### src/rtl/onehot_rr_arbiter.sv
// Round-robin arbiter for 16 requesters with a registered one-hot grant,
// its binary index, and a hold-limit timeout pulse.
//
// state | meaning
// ------+---------------------------------------------------------------
// IDLE  | no grant active; search from ptr when en is high and req != 0
// BUSY  | grant active; held until release or hold limit reached
module onehot_rr_arbiter #(
  parameter int MAX_HOLD = 8
) (
  input  logic        clk,
  input  logic        rst_n,
  input  logic        en,
  input  logic [15:0] req,
  output logic [15:0] gnt,
  output logic [3:0]  gnt_idx,
  output logic        gnt_valid,
  output logic        timeout
);

  typedef enum logic {IDLE = 1'b0, BUSY = 1'b1} state_t;

  localparam logic [7:0] HOLD_LAST = 8'(MAX_HOLD - 1);

  state_t      state_q, state_d;
  logic [3:0]  ptr_q, ptr_d;
  logic [7:0]  hcnt_q, hcnt_d;
  logic [15:0] gnt_d;
  logic [3:0]  idx_d;
  logic        valid_d;
  logic        timeout_d;

  logic [3:0]  sel;
  logic [3:0]  cand;
  logic        found;

  // Circular first-set search starting at ptr and wrapping through 15 to 0.
  always_comb begin
    sel   = 4'h0;
    cand  = 4'h0;
    found = 1'b0;
    for (int i = 0; i < 16; i++) begin
      cand = ptr_q + 4'(i);
      if (!found && req[cand]) begin
        sel   = cand;
        found = 1'b1;
      end
    end
  end

  // Next-state and next-output decisions; grant outputs are all registered.
  always_comb begin
    state_d   = state_q;
    ptr_d     = ptr_q;
    hcnt_d    = hcnt_q;
    gnt_d     = gnt;
    idx_d     = gnt_idx;
    valid_d   = gnt_valid;
    timeout_d = 1'b0;
    case (state_q)
      IDLE: begin
        gnt_d   = 16'h0000;
        valid_d = 1'b0;
        if (en && found) begin
          gnt_d   = 16'h0001 << sel;
          idx_d   = sel;
          valid_d = 1'b1;
          hcnt_d  = 8'h00;
          state_d = BUSY;
        end
      end
      BUSY: begin
        if (!req[gnt_idx] || (hcnt_q == HOLD_LAST)) begin
          // Release wins over the hold limit, so timeout only fires while
          // the owner is still requesting.
          state_d   = IDLE;
          gnt_d     = 16'h0000;
          valid_d   = 1'b0;
          ptr_d     = gnt_idx + 4'h1;
          timeout_d = req[gnt_idx];
        end else begin
          hcnt_d = hcnt_q + 8'h01;
        end
      end
      default: begin
        state_d = IDLE;
        gnt_d   = 16'h0000;
        valid_d = 1'b0;
      end
    endcase
  end

  // State and output registers with synchronous active-low reset.
  always_ff @(posedge clk) begin
    if (!rst_n) begin
      state_q   <= IDLE;
      ptr_q     <= 4'h0;
      hcnt_q    <= 8'h00;
      gnt       <= 16'h0000;
      gnt_idx   <= 4'h0;
      gnt_valid <= 1'b0;
      timeout   <= 1'b0;
    end else begin
      state_q   <= state_d;
      ptr_q     <= ptr_d;
      hcnt_q    <= hcnt_d;
      gnt       <= gnt_d;
      gnt_idx   <= idx_d;
      gnt_valid <= valid_d;
      timeout   <= timeout_d;
    end
  end

endmodule

### config.mk
export PLATFORM = sky130hd
export DESIGN_NAME = onehot_rr_arbiter
export DESIGN_NICKNAME = d
export VERILOG_FILES = /design/src/rtl/onehot_rr_arbiter.sv
export SDC_FILE = /design/constraint.sdc
export NUM_CORES = 1
export LEC_CHECK = 0
export BUFFER_PORTS_ARGS = -buffer_cell sky130_fd_sc_hd__buf_2
export CORE_ASPECT_RATIO = 2
export CORE_MARGIN = 4
export CORE_UTILIZATION = 35
export DETAILED_ROUTE_END_ITERATION = 8
export SYNTH_ARGS = -nofsm -noshare
export SYNTH_HDL_FRONTEND = slang
export SYNTH_SLANG_ARGS = --single-unit
### constraint.sdc
create_clock -name clk -period 8.9 [get_ports clk]
set_clock_uncertainty 0.1 [all_clocks]
set_input_delay 1.78 -clock clk [delete_from_list [all_inputs] [get_ports clk]]
set_output_delay 1.78 -clock clk [all_outputs]
set_load 0.02 [all_outputs]
# After elaboration in Yosys (flattened, before gate mapping)
# Index checks and enable logic that the tools add are counted.
[classes] n_eq_ne=4 reduce_logical=37 magnitude_cmp=17 n_addsub=17 mux=77 shift=1 n_bitwise=1
[ops] cell="$lt A4 B5 Y1 const B" n=17
[ops] cell="$bmux W1 S4" n=17
[ops] cell="$mux W4" n=16
[ops] cell="$mux W1" n=36
[ops] cell="$add A4 B4 Y4 const B" n=8
[ops] cell="$mux W16" n=2
[ops] cell="$pmux W16 S2" n=1
[ops] cell="$add A4 B3 Y4 const B" n=4
[ops] cell="$logic_and A1 B1 Y1" n=16
[ops] cell="$logic_not A1 Y1" n=16
[ops] cell="$mux W8" n=2
[ops] cell="$pmux W8 S2" n=1
[ops] cell="$shl A1 B4 Y16 const A" n=1
[ops] cell="$add A4 B1 Y4 const B" n=2
[ops] cell="$add A4 B2 Y4 const B" n=2
[ops] cell="$add A8 B1 Y8 const B" n=1
[ops] cell="$eq A8 B3 Y1 const B" n=1
[ops] cell="$reduce_and A2 Y1" n=3
[ops] cell="$ne A2 B2 Y1 const B" n=2
[ops] cell="$pmux W1 S2" n=2
[ops] cell="$reduce_and A3 Y1" n=1
[ops] cell="$ne A2 B1 Y1 const B" n=1
[ops] cell="$logic_or A1 B1 Y1" n=1
[ops] cell="$not A1 Y1" n=1
[word_totals] input_bits=19 output_inout_bits=22 regBits=35

# Depth between registers and ports, before layout
# Gate-level depths: netlist (run 1).
[depth] ltp_word=51 ltp_mapped=17 ltp_nobuf=11

# Worst setup path after synthesis (run 1)
# No wires, ideal clock.
[synth_path] kind="input to register" startpoint="input port req[10]" endpoint="register gnt[0]" t_arrival_ns=4.586 setup_slack_ns=4.075 cell_stages=10 n_path_buf=1 cell_sequence="mux4_1 -> mux2i_2 -> mux2_2 -> nand4_2 -> or4_4 -> or4_4 -> a22oi_4 -> or2_1 -> buf_2 -> o41ai_1"
[synth_via] elab_chain_cells=51 elab_cells_between_ends=103
[synth_lines] element="start: declaration" line="14" text="input logic [15:0] req,"
[synth_lines] element="$bmux W1 S4" line="44" text="if (!found && req[cand]) begin"
[synth_lines] element="$mux W1 (implied by the code)" line="44"
[synth_lines] element="$mux W1" line="44"
[synth_lines] element="$logic_not A1 Y1" line="44"
[synth_lines] element="$logic_and A1 B1 Y1" line="44"
[synth_lines] element="$mux W1" line="44"
[synth_lines] element="$logic_not A1 Y1" line="44"
[synth_lines] element="$logic_and A1 B1 Y1" line="44"
[synth_lines] element="[35 not listed]"
[synth_lines] element="$logic_and A1 B1 Y1" line="44"
[synth_lines] element="$mux W1" line="44"
[synth_lines] element="$logic_not A1 Y1" line="44"
[synth_lines] element="$logic_and A1 B1 Y1" line="44"
[synth_lines] element="$mux W4 or $mux W1 (tied branches)" line="44"
[synth_lines] element="$shl A1 B4 Y16 or $logic_and A1 B1 Y1 (tied branches)" line="65, 64"
[synth_lines] element="$mux W16" line="64" text="if (en && found) begin"
[synth_lines] element="$pmux W16 S2" line="60" text="case (state_q)"
[synth_lines] element="end signal: assignment" line="107" text="gnt <= gnt_d;"
[synth_lines] element="end: declaration" line="15" text="output logic [15:0] gnt,"
# Several ways; a longest one is shown, not always the timed one. The select of a mux whose other input is x is not followed.
# A chain may end at the register's enable or synchronous reset.

# Final worst setup path (run 1)
[layout_path] startpoint="register ptr_q[1]" endpoint="register gnt[2]"
[layout_via] elab_chain_cells=51 elab_cells_between_ends=113
[layout_lines] element="start: declaration" line="26" text="logic [3:0] ptr_q, ptr_d;"
[layout_lines] element="start signal: assignment" line="105" text="ptr_q <= ptr_d;"
[layout_lines] element="parallel branches: the longest is 49 deep, another holds $add A4 B1 Y4"
[layout_lines] element="$mux W16 *" line="64"
[layout_lines] element="$pmux W16 S2 *" line="60"
# Every way passes the cells marked *. The select of a mux whose other input is x is not followed.

==> results of run 1 <==
==> flip-flops by register name, summed over array words and instances (netlist names) <==
register and flops:
gnt 16, ptr_q 4, state_q 1, timeout 1, gnt_valid 1, gnt_idx 4
hcnt_q 8
==> synth_stat cells, types with 10 or more instances <==
library cell	count
sky130_fd_sc_hd__o21ai_0	18
sky130_fd_sc_hd__mux2_2	21
sky130_fd_sc_hd__dfxtp_1	35
sky130_fd_sc_hd__a21oi_1	18
sky130_fd_sc_hd__o31ai_1	10
sky130_fd_sc_hd__nor3_1	13
sky130_fd_sc_hd__clkbuf_1	10
sky130_fd_sc_hd__nand2_1	46
sky130_fd_sc_hd__inv_1	14
sky130_fd_sc_hd__mux4_2	25
sky130_fd_sc_hd__mux2i_1	24
sky130_fd_sc_hd__nor2_1	34
sky130_fd_sc_hd__nand3_1	14
==> tightest hold or removal path, stage by stage (launching register included) <==
cell and delay [ps]:
sky130_fd_sc_hd__dfxtp_1 320, sky130_fd_sc_hd__nand2_1 50, sky130_fd_sc_hd__o41ai_1 50
==> power by group through the flow <==
| stage | Clock (mW) | Combinational [mW] | Sequential (mW) |
|---|---|---|---|
| floorplan | 0 | 0.404 | 0.186 |
| global placement | 0 | 0.569 | 0.182 |
| finish | 0.185 | 0.586 | 0.179 |
| CTS | 0.188 | 0.571 | 0.179 |
| detailed placement | 0 | 0.569 | 0.182 |
| global route | 0.193 | 0.616 | 0.180 |
==> cell type report <==
| class | count | area share [%] |
|---|---|---|
| timing repair buffer | 45 | 5.21 |
| sequential | 35 | 15.4 |
| tap | 142 | 3.89 |
| inverter | 16 | 1.32 |
| clock buffer | 8 | 3.43 |
| multi-input combinational | 373 | 70.8 |
==> metrics by stage <==
stage | cells | power (mW) | worst slack [ps]
after floorplan | 447 | 0.589 | 4080
after global placement | 611 | 0.751 | 3270
after detailed placement | 611 | 0.751 | 3270
after CTS | 619 | 0.938 | 3500
after global routing | 619 | 0.990 | 3100
final | 619 | 0.950 | 3480
==> worst min path at each step <==
stage,slack (ps),end,depth (start not counted),from
6_report,350,gnt[10]$_SDFFE_PN0P_,2,gnt[10]$_SDFFE_PN0P_
5_1_grt,370,gnt[12]$_SDFFE_PN0P_,2,gnt[12]$_SDFFE_PN0P_
4_1_cts,350,gnt[10]$_SDFFE_PN0P_,2,gnt[10]$_SDFFE_PN0P_
3_5_place_dp,330,gnt[12]$_SDFFE_PN0P_,2,gnt[12]$_SDFFE_PN0P_
3_3_place_gp,330,gnt[10]$_SDFFE_PN0P_,2,gnt[10]$_SDFFE_PN0P_
2_1_floorplan,370,hcnt_q[2]$_SDFFE_PN0P_,2,hcnt_q[2]$_SDFFE_PN0P_
==> routing by layer <==
| layer | vias up | GRT usage, % | share of wire [%] | routed length [um] |
|---|---|---|---|---|
| met5 | - | 0 | 0 | 0 |
| li1 | 1826 | - | - | - |
| met2 | 198 | 43.8 | 56 | 8700 |
| met1 | 2011 | 21.5 | 32 | 4950 |
| met4 | 0 | 17.7 | 8.8 | 1380 |
| met3 | 68 | 1.79 | 3.5 | 539 |
==> cell families after synthesis <==
logic type               synth area share (%)
XOR/XNOR                                 4.22
AO/OA/AOI/OAI                            21.1
buffers and inverters                    4.62
adder cells (fa/ha/maj)                  2.73
flip-flops                               17.0
multiplexers                             32.4
AND/OR/NAND/NOR                          17.9
==> summary.md, run 1 <==
| Metric | Value |
|---|---|
| Instance area after placement | `4410 sq um` |
| Die Span X | `84.7 um` |
| Hold_buf cts | `0` |
| Crit-path slowest cell | `sky130_fd_sc_hd__ha_1` |
| Total clock buffers created by CTS | `5` |
| Max Cap Viol | `0` |
| Largest net degree at the start of global routing | `34` |
| Cell Rows | `55` |
| Vias per Instance | `6.63` |
| Global route total overflow | `0` |
| Count of buffers inserted at the top-level ports | `40` |
| TritonCTS clock tree | `built` |
| Slew @ Worst Pin | `roughly 1100 ps` |
| CTS Buffer Depth | `2` |
| Required time of the worst setup path | `approximately 9000 ps` |
| Count of H-tree levels built during CTS | `2` |
| Number of enable flip-flop cells after synthesis | `0` |
| Worst path depth | `12` |
| Delay-heaviest family, CP | `simple AND/OR/NAND/NOR gates` |
| Cell chain of the critical path | `buf_4 -> inv_1 -> ha_1 -> mux4_2 -> mux2i_1 -> mux2i_2 -> nand2b_4 -> or4_4 -> or4_4 -> a22oi_4 -> or2_1 -> o41ai_1` |
| Fmax | `184 MHz` |
| Core region area | `~11000 sq um` |
| Die area | `between 10000 and 15000 sq um` |
| Gate count of the mapped netlist | `447` |
| Origin of the worst setup path | `ptr_q[1]$_SDFFE_PN0P_` |
| Final weighted congestion in routability-driven placement | `1.06` |
| Largest area contributor in the netlist | `sky130_fd_sc_hd__dfxtp_1` |
| Largest stage delay, worst path | `720 ps` |
| Cell seen most often among critical-path stages | `sky130_fd_sc_hd__or4_4` |
| Reg2Reg Setup Slack | `3480 ps` |
| Pre-Repair DR Iteration Count | `8` |
| Syn nets | `475` |
| Combinational share of power | `around 62%` |
| Antenna cell count | `0` |
| Largest cells by area after synthesis | `sky130_fd_sc_hd__dfxtp_1 (17%), sky130_fd_sc_hd__mux4_2 (14%), sky130_fd_sc_hd__mux2i_1 (5.8%)` |
| Internal power | `between 400 and 500 uW` |
| Final Net Count | `504` |
| Leading cell types in the layout, fill and taps excluded | `sky130_fd_sc_hd__nand2_1 (46), sky130_fd_sc_hd__buf_2 (40), sky130_fd_sc_hd__dfxtp_1 (35), sky130_fd_sc_hd__nor2_1 (34), sky130_fd_sc_hd__mux4_2 (25)` |
| Run status | `finished, final reports clean` |
| Sequential power share | `18.8%` |
| Number of distinct library cells after synthesis | `roughly 70` |
| Kind of launch point of the worst setup path | `flop` |
| Number of fill cells | `1197` |
| Via count of the first global-routing pass | `4082` |
| Routed Wire Length | `15.6 mm` |
| Worst R2R End | `gnt[2]$_SDFFE_PN0P_` |
| Clock tree root buffer cell | `sky130_fd_sc_hd__clkbuf_16` |
| Fin Setup TNS | `0 ps` |
| Initial core utilization | `36.1%` |
| Quantity of gates resized following cts | `0` |
| Worst-skew pair later-pin latency | `280 ps` |
| Total routing resource utilization after global routing | `22.9%` |
| Main flop type after synthesis | `sky130_fd_sc_hd__dfxtp_1` |
| Count of vias placed by the detailed router | `4103` |
| Sequential cell area in the final layout | `701 sq um` |
| Switching part of the total power | `48.4%` |
| Setup repair bufs after CTS | `0` |
| Worst vdd rail ir drop | `slightly below 0.2 mV` |
| Final count of negative-setup-slack endpoints | `0` |
| I/O pin count | `41` |
| Total buffers and inverters traversed by the critical path | `2` |
| Post-layout utilization of the core | `39.9%` |
| Final-layout worst hold slack | `between 300 and 400 ps` |
| Static Leak | `1.67 nW` |
| DP HPWL | `12.4 mm` |
| Pwr/cell area | `208 nW/um^2` |
| Type of the worst setup path | `reg2reg` |
| Synthesis warning total | `0` |
| Remaining antenna violation count | `0` |
| RSZ-0062 raised after global routing | `no` |
| Net Sw Power | `460 uW` |
| Post-synthesis to final-layout area growth | `10.7%` |
| Async set-reset flop share out of synthesis | `0%` |
| Final count of pins violating max slew | `0` |
| Clock share of power | `19.5%` |
| Tcrit/Tclk final | `60.9%` |
| Area of combinational cells with multiple inputs | `3230 sq um` |
| Worst slew margin relative to its limit | `27.4%` |
| Element type at the critical path end | `flop` |
| Post-Layout Inst Area | `4560 sq um` |
| Worst EP arrival | `about 5500 ps` |
| Initial antenna violation count | `0` |
| Average routed wire per standard cell | `roughly 25 um` |
| Min Tclk post-route | `5420 ps` |
| Area of the mapped netlist | `4120 sq um` |
| Mean post-synth cell area | `slightly above 9 sq um` |
| Vert. Die Dim | `161 um` |
| Fraction of layout cells with a size suffix above 1 | `26.2%` |
| Path category of the worst min-delay check | `reg2reg` |
| Number of hold-slack violations in the final timing report | `0` |
| Proportion of netlist area held by the largest area contributor | `17.0%` |
| Fraction of the yosys area taken by sequential cells | `between 15 and 20%` |
| Clock input transition at the sequential cells of the worst setup and hold paths | `50 ps` |
| CP Max Fanout | `33` |
| Flip-flop and latch count after synthesis | `35` |
| Worst Setup EP | `gnt[2]$_SDFFE_PN0P_` |
| Global-route wire length before repair | `23.9 mm` |
| Worst R2R Start | `ptr_q[1]$_SDFFE_PN0P_` |
| DRC violations left | `0` |
| Most common library cell in the layout ignoring fill and taps | `sky130_fd_sc_hd__nand2_1` |
| Number of violations reported at the end of detailed-routing iteration 0 | `a little under 400` |
| TritonCTS Sinks | `35` |
| Register-to-Register Path Depth | `12` |
Note: power is estimated with default switching activity, not from simulation.
==> run 2, diff against run 1 <==
- ABC_AREA: not set -> 1
- clock period: 8.9 -> 4.4 ns (I/O delays scaled with it)
==> run 2 against run 1 <==
Synthesized cell count grew 34%. Register-to-register slack lost 3000 ps. Sequential power grew 140%. Critical path type unchanged. Critical endpoint unchanged. Largest cell class unchanged.
==> summary.md, run 2 <==
| Metric | Value |
|---|---|
| Final count of pins violating max slew | `0` |
| Fraction of the mapped netlist area in compound gates | `10.3%` |
| Core region area | `9380 sq um` |
| Max Cap Viol | `0` |
| Number of violations reported at the end of detailed-routing iteration 0 | `204` |
| Required time of the worst setup path | `4500 ps` |
| Global route total overflow | `0` |
| Type of the worst setup path | `reg2reg` |
| Run status | `finished, final reports clean` |
| Total clock buffers created by CTS | `5` |
| Instance area after placement | `3740 sq um` |
| Die Span X | `77.5 um` |
| Gate count of the mapped netlist | `about 600` |
| Main combinational cell family by area after synthesis | `simple AND/OR/NAND/NOR gates` |
| Worst vdd rail ir drop | `between 0.3 and 0.4 mV` |
| Main flop type after synthesis | `sky130_fd_sc_hd__dfxtp_1` |
| Largest area contributor in the netlist | `sky130_fd_sc_hd__dfxtp_1` |
| Count of vias placed by the detailed router | `4142` |
| Most common library cells after synthesis | `sky130_fd_sc_hd__nand2_1 (183), sky130_fd_sc_hd__nand3_1 (114), sky130_fd_sc_hd__nor2_1 (67)` |
| Fraction of the yosys area taken by sequential cells | `20.7%` |
| Slew @ Worst Pin | `approximately 670 ps` |
| Largest net degree at the start of global routing | `23` |
| CP Max Fanout | `16` |
| Largest register by flop count | `gnt` |
| Total buffers and inverters traversed by the critical path | `6` |
| Count of buffers inserted at the top-level ports | `40` |
| Hold_buf cts | `0` |
| CTS Buffer Depth | `2` |
| Post-synthesis to final-layout area growth | `16.0%` |
| Worst path depth | `23` |
| Number of enable flip-flop cells after synthesis | `0` |
| Vert. Die Dim | `147 um` |
| Vias per Instance | `5.54` |
| XOR/XNOR Fraction of Synth Area | `3.85%` |
| Die area | `11400 sq um` |
| Synthesized-area fraction occupied by adder cells | `3.33%` |
| I/O pin count | `41` |
| Final count of negative-setup-slack endpoints | `0` |
| Worst EP arrival | `slightly above 4000 ps` |
| Synthesis warning total | `0` |
| Final Net Count | `671` |
| Static Leak | `1.97 nW` |
| Proportion of synthesized area in mux cells | `less than 1%` |
| Via count of the first global-routing pass | `4125` |
| Global-route wire length before repair | `20.3 mm` |
| Async set-reset flop share out of synthesis | `0%` |
| Proportion of netlist area held by the largest area contributor | `20.7%` |
| Register-to-Register Path Depth | `23` |
| Pwr/cell area | `691 nW/um^2` |
| TritonCTS clock tree | `built` |
| Final weighted congestion in routability-driven placement | `1.01` |
| Clock input transition at the sequential cells of the worst setup and hold paths | `60 ps` |
| Post-Layout Inst Area | `3920 sq um` |
| Delay-heaviest family, CP | `simple AND/OR/NAND/NOR gates` |
| Min Tclk post-route | `3940 ps` |
| Total routing resource utilization after global routing | `a little under a quarter` |
| Area of the mapped netlist | `3380 sq um` |
| Registers with the highest flip-flop counts | `gnt x16, hcnt_q x8` |
| Initial core utilization | `36.0%` |
| Max FFs per register | `16` |
| Cell chain of the critical path | `inv_1 -> buf_4 -> ha_2 -> inv_1 -> nand3_1 -> nand2_1 -> nand2_1 -> inv_1 -> a21oi_2 -> inv_1 -> nor3_2 -> nand2_1 -> nor3_4 -> nand4_2 -> nor2_4 -> nand3_2 -> nand3_1 -> nand2_2 -> inv_2 -> nand2_1 -> nor2_1 -> nand3_1 -> a21oi_1` |
| Largest cells by area after synthesis | `sky130_fd_sc_hd__dfxtp_1 (21%), sky130_fd_sc_hd__nand2_1 (20%), sky130_fd_sc_hd__nand3_1 (17%)` |
| Cell Rows | `50` |
| Flip-flop and latch count after synthesis | `35` |
| DP HPWL | `10.5 mm` |
| Setup repair bufs after CTS | `0` |
| Pre-Repair DR Iteration Count | `6` |
| Worst slew margin relative to its limit | `55.4%` |
| Fin Setup TNS | `0 ps` |
| Kind of launch point of the worst setup path | `flop` |
| RSZ-0062 raised after global routing | `no` |
| Fmax | `roughly 250 MHz` |
| Crit-path slowest cell | `sky130_fd_sc_hd__ha_2` |
| TritonCTS Sinks | `35` |
| Antenna cell count | `0` |
| Number of hold-slack violations in the final timing report | `0` |
| Leading cell types in the layout, fill and taps excluded | `sky130_fd_sc_hd__nand2_1 (183), sky130_fd_sc_hd__nand3_1 (114), sky130_fd_sc_hd__nor2_1 (67), sky130_fd_sc_hd__inv_1 (58), sky130_fd_sc_hd__buf_2 (40)` |
| Element type at the critical path end | `flop` |
| Initial antenna violation count | `0` |
| Count of H-tree levels built during CTS | `2` |
| Worst-skew pair later-pin latency | `~280 ps` |
| Most repeated cell in the gate-level netlist after synthesis | `sky130_fd_sc_hd__nand2_1` |
| Mean post-synth cell area | `between 5 and 6 sq um` |
| Path category of the worst min-delay check | `reg2reg` |
| Clock tree root buffer cell | `sky130_fd_sc_hd__clkbuf_16` |
| Syn nets | `626` |
| Average routed wire per standard cell | `about 17 um` |
| Fraction of layout cells with a size suffix above 1 | `a little over an eighth` |
| Largest stage delay, worst path | `about 430 ps` |
| Number of distinct library cells after synthesis | `40` |
| Area fraction in and, or, nand and nor cells after synthesis | `51.4%` |
| Routed Wire Length | `12.5 mm` |
| Instance count along the most critical hold path | `2` |
| Tcrit/Tclk final | `approximately 90%` |
| Remaining antenna violation count | `0` |
| DRC violations left | `0` |
| Most common library cell in the layout ignoring fill and taps | `sky130_fd_sc_hd__nand2_1` |
-- run 2: cell types whose count changed in the layout (fill, tap and decap cells not counted), sizes merged, moves of 8 or more --
cell	change
a21oi	+10
buf	+10
inv	+48
mux2	-23
mux2i	-26
mux4	-33
nand2	+142
nand3	+102
nor2	+35
o31ai	-9
o41ai	-8
-- run 2: worst min-delay path: cells and delay by family, from the launching register on --
| kind | cells | cell delay (ps) |
|---|---|---|
| flip-flops | 1 | 300 |
| AND/OR/NAND/NOR | 1 | 60 |
| AO/OA/AOI/OAI | 1 | 50 |
-- run 2: power by group --
part           leakage, nW  total (mW)  switching, mW  internal [mW]
registers            0.284       0.426         0.0643          0.362
logic                 1.60        1.89           1.33          0.558
clock network       0.0838       0.399          0.133          0.267
total                 1.97        2.71           1.52           1.19
-- run 2: per-stage QoR --
| stage | cells | worst slack (ps) | hold WS [ps] | power, mW | util (%) |
|---|---|---|---|---|---|
| after detailed placement | 740 | 148 | 352 | 2.29 | 39.8 |
| after global placement | 740 | 154 | 353 | 2.29 | 39.8 |
| final | 748 | 462 | 361 | 2.71 | 41.8 |
| after floorplan | 598 | 809 | 349 | 1.70 | - |
| after global routing | 748 | 41.1 | 375 | 2.96 | 41.8 |
| after CTS | 748 | 128 | 362 | 2.70 | 41.6 |
-- run 2: kinds of logic (layout without fill, tap and decap cells) --
family	Yosys count	after routing
mux	2	2
flops	35	35
buf+inv	82	128
compound gates	62	62
fa+ha+maj	9	9
simple gates	394	394
xor+xnor	14	14
-- run 2: final cells by class --
class / count / area [sq um]
well taps: 104 / 130
clock inverters: 3 / 43.8
multi-input cells: 481 / 2360
inverters: 65 / 244
flip-flops and latches: 35 / 703
clock buffers: 5 / 125
repair buffers: 55 / 313
fillers: 1048 / 5460
-- run 2: repair_timing --
| item | CTS | global route |
|---|---|---|
| endpoints found under the setup margin | 0 | 27 |
| resized for setup | 0 | 5 |
| hold endpoints to repair | 0 | 0 |
-- run 2: worst paths after layout --
path,start,to,slack [ps]
max,ptr_q[1]$_SDFFE_PN0P_,gnt[2]$_SDFFE_PN0P_,460
min,gnt[4]$_SDFFE_PN0P_,gnt[4]$_SDFFE_PN0P_,360
max reg2reg,ptr_q[1]$_SDFFE_PN0P_,gnt[2]$_SDFFE_PN0P_,460
min reg2reg,gnt[4]$_SDFFE_PN0P_,gnt[4]$_SDFFE_PN0P_,360
-- run 2: per-layer routing --
layer  vias to the layer above  GRT usage (%)  part of all wire (%)
met5                         -              0                     0
met4                         0           17.2                   8.0
met3                        58           1.66                   2.8
met2                       123           43.5                    55
met1                      1907           21.2                    34
li1                       2054              -                     -
==> run 3, diff against run 2 <==
- ABC_AREA: 1 -> not set
==> run 3 against run 2 <==
Non-clock buffer count increased by 40. Global-route usage increased by 0.52 points. Critical endpoint is now gnt[0]$_SDFFE_PN0P_. Critical path type unchanged. Sequential share of layout area decreased by 3.8 points. First-iteration DRC count increased by 83%. Combinational power decreased by 31%. Worst setup slack got worse by 250 ps. Via count increased by 4.2%. Core utilization increased by 1.6 points. Cell count decreased by 11%.
==> summary.md, run 3 (synthesis gave the netlist of run 1 again) <==
| Metric | Value |
|---|---|
| Run status | `finished, final reports clean` |
| Antenna cell count | `0` |
| Count of H-tree levels built during CTS | `2` |
| Final Net Count | `approximately 550` |
| Post-route insts no fill | `669` |
| Element type at the critical path end | `flop` |
| Clock input transition at the sequential cells of the worst setup and hold paths | `~50 ps` |
| Die area | `~14000 sq um` |
| Register-to-Register Path Depth | `12` |
| Post-Layout Inst Area | `4950 sq um` |
| Slew @ Worst Pin | `961 ps` |
| Global-route wire length before repair | `24.4 mm` |
| Most common library cell in the layout ignoring fill and taps | `sky130_fd_sc_hd__buf_4` |
| Average routed wire per standard cell | `23.6 um` |
| Post-layout utilization of the core | `a little over two fifths` |
| Placed insts | `roughly 660` |
| Static Leak | `roughly 1.9 nW` |
| Number of violations reported at the end of detailed-routing iteration 0 | `between 300 and 400` |
| Vert. Die Dim | `between 150 and 200 um` |
| Pwr/cell area | `408 nW/um^2` |
| Global route total overflow | `0` |
| RSZ-0062 raised after global routing | `no` |
| CP Max Fanout | `7` |
| Met3 track demand over resource | `about 2.0%` |
| Worst-skew pair later-pin latency | `280 ps` |
| Total routing resource utilization after global routing | `23.1%` |
| CTS Buffer Depth | `2` |
| Final weighted congestion in routability-driven placement | `1.07` |
| Number of hold-slack violations in the final timing report | `0` |
| Total power | `2.02 mW` |
| Vias per Instance | `6.45` |
| Final-layout worst hold slack | `355 ps` |
| Type of the worst setup path | `reg2reg` |
| Max FFs per register | `16` |
| Fraction of layout cells with a size suffix above 1 | `34.7%` |
| Final count of pins violating max slew | `0` |
| Worst slew margin relative to its limit | `35.1%` |
| Largest net degree at the start of global routing | `22` |
| Tcrit/Tclk final | `95.3%` |
| Initial antenna violation count | `0` |
| Worst vdd rail ir drop | `0.322 mV` |
| Total clock buffers created by CTS | `5` |
| Max Cap Viol | `0` |
| Registers with the highest flip-flop counts | `gnt x16, hcnt_q x8` |
| I/O pin count | `41` |
| Final count of negative-setup-slack endpoints | `0` |
| Count of vias placed by the detailed router | `4316` |
| Kind of launch point of the worst setup path | `flop` |
| Instance count along the most critical hold path | `2` |
| Pre-Repair DR Iteration Count | `6` |
| Clock tree root buffer cell | `sky130_fd_sc_hd__clkbuf_16` |
| Path category of the worst min-delay check | `reg2reg` |
| TritonCTS Sinks | `35` |
| TritonCTS clock tree | `built` |
| Cell Rows | `55` |
| Via count of the first global-routing pass | `4385` |
| Leading cell types in the layout, fill and taps excluded | `sky130_fd_sc_hd__buf_4 (55), sky130_fd_sc_hd__nand2_1 (46), sky130_fd_sc_hd__buf_2 (40), sky130_fd_sc_hd__nor2_1 (34), sky130_fd_sc_hd__dfxtp_1 (34)` |
| Die Span X | `84.7 um` |
| Global Route met2 Usage | `between 40% and 50%` |
| Post-synthesis to final-layout area growth | `20.2%` |
| Fmax | `between 200 and 250 MHz` |
| Core region area | `11400 sq um` |
| Worst EP arrival | `4250 ps` |
| Instance area after placement | `4780 sq um` |
| Largest register by flop count | `gnt` |
| Remaining antenna violation count | `0` |
| Met1 Track Usage GR | `a little over a fifth` |
| DRC violations left | `0` |
| Initial core utilization | `36.1%` |
| Count of buffers inserted at the top-level ports | `40` |
| Routed Wire Length | `15.8 mm` |
| Required time of the worst setup path | `4460 ps` |
| GR peak layer | `met2` |
| DP HPWL | `12.8 mm` |
| Min Tclk post-route | `4190 ps` |
run 3: where the power goes:
part	leakage, nW	internal, mW	total, mW	switching, mW
Sequential	0.284	0.337	0.366	0.0289
Clock	0.0669	0.209	0.343	0.135
Combinational	1.54	0.528	1.31	0.782
Total	1.90	1.07	2.02	0.946
run 3: timing repair:
action	in CTS	in global routing
hold buffers	0	0
resized for setup	1	6
buffers inserted	0	0
endpoints found under the setup margin	1	18
run 3: cell type report:
type                            instances  area [sq um]
Clock buffer                            6           129
Clock inverter                          2          12.5
Fill cell                            1180          6470
Inverter                               16          60.1
Multi-Input combinational cell        373          3260
Sequential cell                        35           702
Tap cell                              142           178
Timing Repair Buffer                   95           613
run 3: worst paths after layout:
kind	from	to	slack, ps
max	ptr_q[1]$_SDFFE_PN0P_	gnt[0]$_SDFFE_PN0P_	210
min	gnt[9]$_SDFFE_PN0P_	gnt[9]$_SDFFE_PN0P_	360
max reg2reg	ptr_q[1]$_SDFFE_PN0P_	gnt[0]$_SDFFE_PN0P_	210
min reg2reg	gnt[9]$_SDFFE_PN0P_	gnt[9]$_SDFFE_PN0P_	360
run 3: metal layers:
layer	wire length, um	part of all wire (%)	vias to the layer above
li1	-	-	1927
met1	4920	31	2094
met2	8630	55	223
met3	693	4.4	72
met4	1560	9.9	0
met5	0	0	-
run 3: worst max-delay path, stage by stage (launching register included):
cell                      delay [ps]
sky130_fd_sc_hd__dfxtp_2         340
sky130_fd_sc_hd__inv_1            70
sky130_fd_sc_hd__ha_2            430
sky130_fd_sc_hd__mux4_2          610
sky130_fd_sc_hd__mux2i_1         300
sky130_fd_sc_hd__mux2_2          250
sky130_fd_sc_hd__nand4_2         210
sky130_fd_sc_hd__buf_4           220
sky130_fd_sc_hd__nor2_1          200
sky130_fd_sc_hd__a32oi_1         110
sky130_fd_sc_hd__o32ai_1         560
sky130_fd_sc_hd__nand2_1         240
sky130_fd_sc_hd__o41ai_1         430
run 3: per-stage QoR:
step                      TNS, ps  setup WS (ps)
after floorplan                 0           19.9
after global placement          0           52.4
after detailed placement    -51.0          -32.2
after CTS                       0           25.8
after global routing            0           12.2
final                           0            207
